===== config.mk =====
export PLATFORM = sky130hd
export DESIGN_NAME = stream_fifo
export DESIGN_NICKNAME = d
export VERILOG_FILES = /design/src/rtl/stream_fifo.sv
export SDC_FILE = /design/constraint.sdc
export NUM_CORES = 1
export LEC_CHECK = 0
export CORE_MARGIN = 2
export CORE_UTILIZATION = 40
export CTS_BUF_LIST = sky130_fd_sc_hd__clkbuf_8
export CTS_CLUSTER_SIZE = 24
export DETAILED_ROUTE_END_ITERATION = 10
export GPL_ROUTABILITY_DRIVEN = 0
export PLACE_DENSITY_LB_ADDON = 0.3
export REMOVE_ABC_BUFFERS = 1
export SLEW_MARGIN = 40
export SYNTH_ARGS = -nofsm -noshare
export SYNTH_HDL_FRONTEND = slang
export SYNTH_SLANG_ARGS = --single-unit

===== constraint.sdc =====
create_clock -name clk -period 2.6 [get_ports clk]
set_clock_uncertainty 0.15 [all_clocks]
set_input_delay 0.52 -clock clk [delete_from_list [all_inputs] [get_ports clk]]
set_output_delay 0.52 -clock clk [all_outputs]
set_load 0.01 [all_outputs]

===== src/rtl/stream_fifo.sv =====
// stream_fifo: a beat-wide FIFO for a keep-qualified stream. Each entry holds
// {last, keep, data[lanes]}. Beats with no valid lanes and no last flag are
// accepted but dropped. A keep=0 beat that carries last is still stored so the
// packet boundary survives. The FIFO also counts how many complete packets it
// holds. DEPTH must be a power of two, at least 2, so the pointers wrap
// naturally.
module stream_fifo #(
  parameter int KEEP_WIDTH   = 3,
  parameter int T_DATA_WIDTH = 1,
  parameter int DEPTH        = 4
) (
  input  logic                    clk,
  input  logic                    rst_n,
  input  logic                    s_valid_i,
  input  logic                    s_last_i,
  input  logic [KEEP_WIDTH-1:0]   s_keep_i,
  input  logic [T_DATA_WIDTH-1:0] s_data_i [KEEP_WIDTH],
  output logic                    s_ready_o,
  output logic                    m_valid_o,
  input  logic                    m_ready_i,
  output logic                    m_last_o,
  output logic [KEEP_WIDTH-1:0]   m_keep_o,
  output logic [T_DATA_WIDTH-1:0] m_data_o [KEEP_WIDTH],
  output logic [$clog2(DEPTH):0]  count_o,
  output logic [$clog2(DEPTH):0]  pkt_count_o
);

  localparam int PW = $clog2(DEPTH);
  localparam int CW = PW + 1;
  localparam logic [CW-1:0] DEPTH_C = CW'(DEPTH);
  localparam logic [CW-1:0] CNT_ONE = CW'(1);
  localparam logic [PW-1:0] PTR_ONE = PW'(1);

  logic                    last_mem [DEPTH];
  logic [KEEP_WIDTH-1:0]   keep_mem [DEPTH];
  logic [T_DATA_WIDTH-1:0] data_mem [DEPTH][KEEP_WIDTH];

  logic [PW-1:0] wr_ptr;
  logic [PW-1:0] rd_ptr;
  logic [CW-1:0] count_q;
  logic [CW-1:0] pkt_count_q;
  logic [CW-1:0] count_next;
  logic [CW-1:0] pkt_count_next;
  logic          ready_q;

  logic push;
  logic store;
  logic pop;
  logic store_last;
  logic pop_last;

  // Handshake decode; a null beat (no lanes, no last) is accepted but not stored.
  always_comb begin
    push       = s_valid_i & ready_q;
    store      = push & ((|s_keep_i) | s_last_i);
    pop        = m_valid_o & m_ready_i;
    store_last = store & s_last_i;
    pop_last   = pop & last_mem[rd_ptr];
  end

  // Next beat and packet counts; simultaneous inc and dec cancel out.
  always_comb begin
    count_next     = count_q;
    pkt_count_next = pkt_count_q;
    if (store && !pop) begin
      count_next = count_q + CNT_ONE;
    end else if (!store && pop) begin
      count_next = count_q - CNT_ONE;
    end
    if (store_last && !pop_last) begin
      pkt_count_next = pkt_count_q + CNT_ONE;
    end else if (!store_last && pop_last) begin
      pkt_count_next = pkt_count_q - CNT_ONE;
    end
  end

  // Pointers, counts and the registered ready; ready stays low through reset.
  always_ff @(posedge clk or negedge rst_n) begin
    if (!rst_n) begin
      wr_ptr      <= '0;
      rd_ptr      <= '0;
      count_q     <= '0;
      pkt_count_q <= '0;
      ready_q     <= 1'b0;
    end else begin
      if (store) begin
        wr_ptr <= wr_ptr + PTR_ONE;
      end
      if (pop) begin
        rd_ptr <= rd_ptr + PTR_ONE;
      end
      count_q     <= count_next;
      pkt_count_q <= pkt_count_next;
      ready_q     <= (count_next < DEPTH_C);
    end
  end

  // Beat storage; contents are qualified by the counters so need no reset.
  always_ff @(posedge clk) begin
    if (store) begin
      last_mem[wr_ptr] <= s_last_i;
      keep_mem[wr_ptr] <= s_keep_i;
      for (int i = 0; i < KEEP_WIDTH; i++) begin
        data_mem[wr_ptr][i] <= s_data_i[i];
      end
    end
  end

  // Head-of-queue presentation; last/keep are forced low while empty.
  always_comb begin
    m_valid_o = (count_q != '0);
    m_last_o  = m_valid_o & last_mem[rd_ptr];
    m_keep_o  = m_valid_o ? keep_mem[rd_ptr] : '0;
    for (int i = 0; i < KEEP_WIDTH; i++) begin
      m_data_o[i] = data_mem[rd_ptr][i];
    end
  end

  assign s_ready_o   = ready_q;
  assign count_o     = count_q;
  assign pkt_count_o = pkt_count_q;

endmodule


### Word-level counts from Yosys, hierarchy flattened

Memories as Yosys holds them, arrays and structs flattened.
Index checks and enable logic that the tools add are counted.

* register bits: 11
* RAM bits: 28
* bits of input ports: 11
* word-level logic and storage cells: 40
* memories kept: 3

* reduce and logical (&&, ||, !) cells: 11
* add/subtract/negate cells: 6
* magnitude comparators: 1
* mux-type cells: 7
* bitwise gates (word level): 7

Memories
* data_mem: words 4, width 3, rd ports 1, clocked after memory_dff 0, wr ports 1, line 36 `logic [T_DATA_WIDTH-1:0] data_mem [DEPTH][KEEP_WIDTH];`
* keep_mem: words 4, width 3, rd ports 1, clocked after memory_dff 0, wr ports 1, line 35 `logic [KEEP_WIDTH-1:0] keep_mem [DEPTH];`
* last_mem: words 4, width 1, rd ports 1, clocked after memory_dff 0, wr ports 1, line 34 `logic last_mem [DEPTH];`

Operators by type and width (number)
* two-way mux 3 bit: 5
* adder 3 x 1 -> 3 bit (second input constant): 2
* bitwise AND 1 bit: 6
* subtractor 3 x 1 -> 3 bit (second input constant): 2
* adder 2 x 1 -> 2 bit (second input constant): 2
* logical AND 1 bit: 4
* zero test 1 bit: 4
* < comparator 3 bit (second input constant): 1
* nonzero test 3 bit: 1
* OR reduction 3 bit: 1
* two-way mux 1 bit: 2
* nonzero test 2 bit: 1
* OR 1 bit: 1

### Logic depth before layout (Yosys ltp)

* depth after elaboration: 8
* depth in mapped cells: 11
* mapped depth without buffers: 10

### Worst setup path before layout

Ideal clock, no wire load.

* kind: flip-flop to flip-flop
* from: register rd_ptr[0]
* to: register pkt_count_q[2] (netlist: pkt_count_o[2])
* period minus slack after synthesis: 2.264 ns
* slack: 0.336 ns
* setup time: 0.079 ns
* data required time: 2.371 ns
* cell stages (with the launch flop): 10
* arrival: 2.034 ns
* cells stage by stage: dfrtp_1 -> buf_6 -> mux4_2 -> nand3_1 -> ha_1 -> inv_1 -> fa_1 -> xor2_1 -> nor2_1 -> xor2_1

* cells in the longest elaborated chain, start to end: 5
* elaborated cells between the ends (all ways): 7

Ends and longest elaborated chain
* start, declared: line 39 `logic [PW-1:0] rd_ptr;`
* start signal, assigned: line 90 `rd_ptr <= rd_ptr + PTR_ONE;`
* memory (4 x 1 bit) *
* bitwise AND 1 bit *: line 58 `pop_last = pop & last_mem[rd_ptr];`
* zero test 1 bit: line 70 `if (store_last && !pop_last) begin`
* logical AND 1 bit: line 70
* two-way mux 3 bit or nonzero test 2 bit (tied branches)
* end signal, assigned: line 93 `pkt_count_q <= pkt_count_next;`
* end, declared: line 41 `logic [CW-1:0] pkt_count_q;`

Mark *: on every way between the ends. The rest lies on a longest branch, timed or not.
A chain may end at the register's enable or synchronous reset.

==> impl_metrics.env <==
export IMPL_fin_setup_tns_ns=0
export IMPL_clock_sinks=39
export IMPL_power_frac_clock_pct=20.5
export IMPL_setup_violations=0
export IMPL_drt_initial_drc_count=54
export IMPL_track_usage_pct=13.5
export IMPL_h_tree_depth=2
export IMPL_cts_tree="done"
export IMPL_syn_cell_area_mm2=0.00172
export IMPL_relSlewSlack_pct=64.9
export IMPL_antenna_found_initial=0
export IMPL_initial_core_util_pct=42.3
export IMPL_finalWorstSetupSlack_ns=0.0882
export IMPL_overflow=0
export IMPL_synthArstFlopShare_pct=28.2
export IMPL_final_util_pct=53.2
export IMPL_ys_seq_area_share_pct=65.0
export IMPL_comb_power_share_pct=39.8
export IMPL_final_common_cell="edfxtp_1"
export IMPL_p_leak_uw=0.000839
export IMPL_wl_per_cell_um=14.6
export IMPL_dpl_hpwl_um=2020
export IMPL_nets=159
export IMPL_period_share_pct=96.6
export IMPL_slew_violations=0
export IMPL_worst_pin_slew_ns=0.524
export IMPL_clock_latency_ns=0.29
export IMPL_switchingPower_uw=734
export IMPL_syn_area_per_cell_um2=16.7
export IMPL_drt_wl_total_um=2750
export IMPL_crit_type="reg2out"
export IMPL_grt_pass1_wl_um=4770
export IMPL_vias_per_cell=4.79
export IMPL_dr_pass1_iters=4
export IMPL_root_buffer="clkbuf_8"
export IMPL_hold_viol=0
export IMPL_final_cell_mix="edfxtp_1, clkdlybuf4s50_1, ha_1, dfrtp_1, and2_1"
export IMPL_start_kind="register"
export IMPL_grt_start_max_net_pins=14
export IMPL_drc=0
export IMPL_power_density_mw_per_mm2=1110
export IMPL_cts_hold_buf=0
export IMPL_p_sw_share_pct=30.7
export IMPL_pin_count=26
export IMPL_cts_buffers=5
export IMPL_worst_ir_drop_vdd_uv=458
export IMPL_maxCapViolCount=0
export IMPL_ys_warn_count=0
export IMPL_drive_gt1_share_pct=16.7
export IMPL_fmax_mhz=398
export IMPL_ys_flop_type="edfxtp_1"
export IMPL_fp_dieArea_mm2=0.00483
export IMPL_cp_max_fo=4
export IMPL_core_area_mm2=0.00406
export IMPL_internal_power_uw=1650
export IMPL_cp_end_kind="output pin"
export IMPL_synth_edf_count=28
export IMPL_area_growth_pct=25.8
export IMPL_clock_path_buffers=2
export IMPL_worstPathRequired_ns=1.93
export IMPL_yosysUniqueCellTypes=25
export IMPL_rsz0062_at_grt="no"
export IMPL_dp_slack_ns=0.106
export IMPL_min_period_ns=2.51
export IMPL_ys_seq_elements=39
export IMPL_reg2reg_slack_ns=0.29
export IMPL_clk_pin_slew_worst_paths_ns=0.07
export IMPL_drtAntennaViolNets=0
export IMPL_antenna_cells=0
export IMPL_cp_arrival_ns=1.84
export IMPL_syn_inst=103
export IMPL_die_x_um=69.5
export IMPL_hp_class="reg2reg"
export IMPL_status="complete, no violations"
export IMPL_io_buffers=25
export IMPL_power_frac_seq_pct=39.7
export IMPL_grt_pass1_vias=992
export IMPL_vias=901
export IMPL_std_cell_rows=23
export IMPL_die_h_um=69.5
[path summary, 6_finish.rpt]
kind,startpoint,endpoint,depth (start not counted)
min in group asynchronous,rst_n,s_ready_o,1
max,rd_ptr[0],m_data_o[1],3
min,pkt_count_o[2],pkt_count_o[2],1
min reg2reg,pkt_count_o[2],pkt_count_o[2],1
max in group asynchronous,rst_n,rd_ptr[0],1
max reg2reg,rd_ptr[0],pkt_count_o[2],8
[what timing repair did]
action,4_1_cts,5_1_grt
setup endpoints to repair,7,1
buffers inserted,1,0
gates resized for setup,9,1
[routing by layer]
layer / track usage (%) / wire, um / vias up
met3: 5.81 / 90 / 2
met4: 5.88 / 24 / 0
met1: 15.8 / 1140 / 442
met2: 21.8 / 1500 / 14
met5: 0 / 0 / -
li1: - / - / 443
[worst max-delay path, cell delays in order (launching register included)]
cell and delay, ns:
dfrtp_2 0.41, buf_6 0.14, mux4_1 0.53, clkdlybuf4s50_1 0.49
[synth_stat cells (2+ instances only)]
master    number  area (um2)
a21oi_1        2        10.0
and2_1         8        50.1
clkbuf_2       2        10.0
dfrtp_1       11         275
edfxtp_1      28         841
ha_1          10         125
inv_1          7        26.3
mux2_2         2        22.5
mux4_1         3        78.8
mux4_2         4        90.1
nand2_1        4        15.0
nand3_1        2        10.0
nor2_1         2        7.51
xnor2_1        5        43.8
xor2_1         3        26.3
[per-stage QoR]
stage	total power (uW)	instances	hold WS (ns)	cell area, um2
global route	2570	188	0.355	2160
detailed placement	1960	179	0.310	2040
global placement	1920	179	0.307	2040
finish	2390	188	0.321	2160
floorplan	1490	100	0.0744	1700
CTS	2430	188	0.326	2160
[logic make-up after synthesis]
family / Yosys count / share of synthesized area, %
DFF: 39 / 65.0
muxes: 9 / 11.2
xor gates and xnor gates: 8 / 4.08
adders and majority gates: 11 / 8.45
buffers and inverters: 10 / 2.77
and+or+nand+nor: 22 / 7.22
AOI/OAI and AO/OA: 4 / 1.31
[cell type report]
type	instances	area [um2]
Clock buffer	5	68.8
Clock inverter	3	43.8
Fill cell	327	1900
Inverter	7	26.3
Multi-Input combinational cell	54	556
Sequential cell	39	1120
Tap cell	50	62.6
Timing Repair Buffer	30	284
[power by group through the flow]
stage,clock [uW],sequential (uW),combinational (uW)
2_1_floorplan,0,977,514
3_3_place_gp,0,954,969
3_5_place_dp,0,963,997
4_1_cts,505,951,974
5_1_grt,539,971,1060
6_report,490,948,950
[flip-flops by register name, summed over array words and instances (netlist names)]
register and flops:
rd_ptr 2, count_o 3, keep_mem 12, s_ready_o 1, data_mem 12, last_mem 4
wr_ptr 2, pkt_count_o 3
Note: power is estimated with default switching activity, not from simulation.
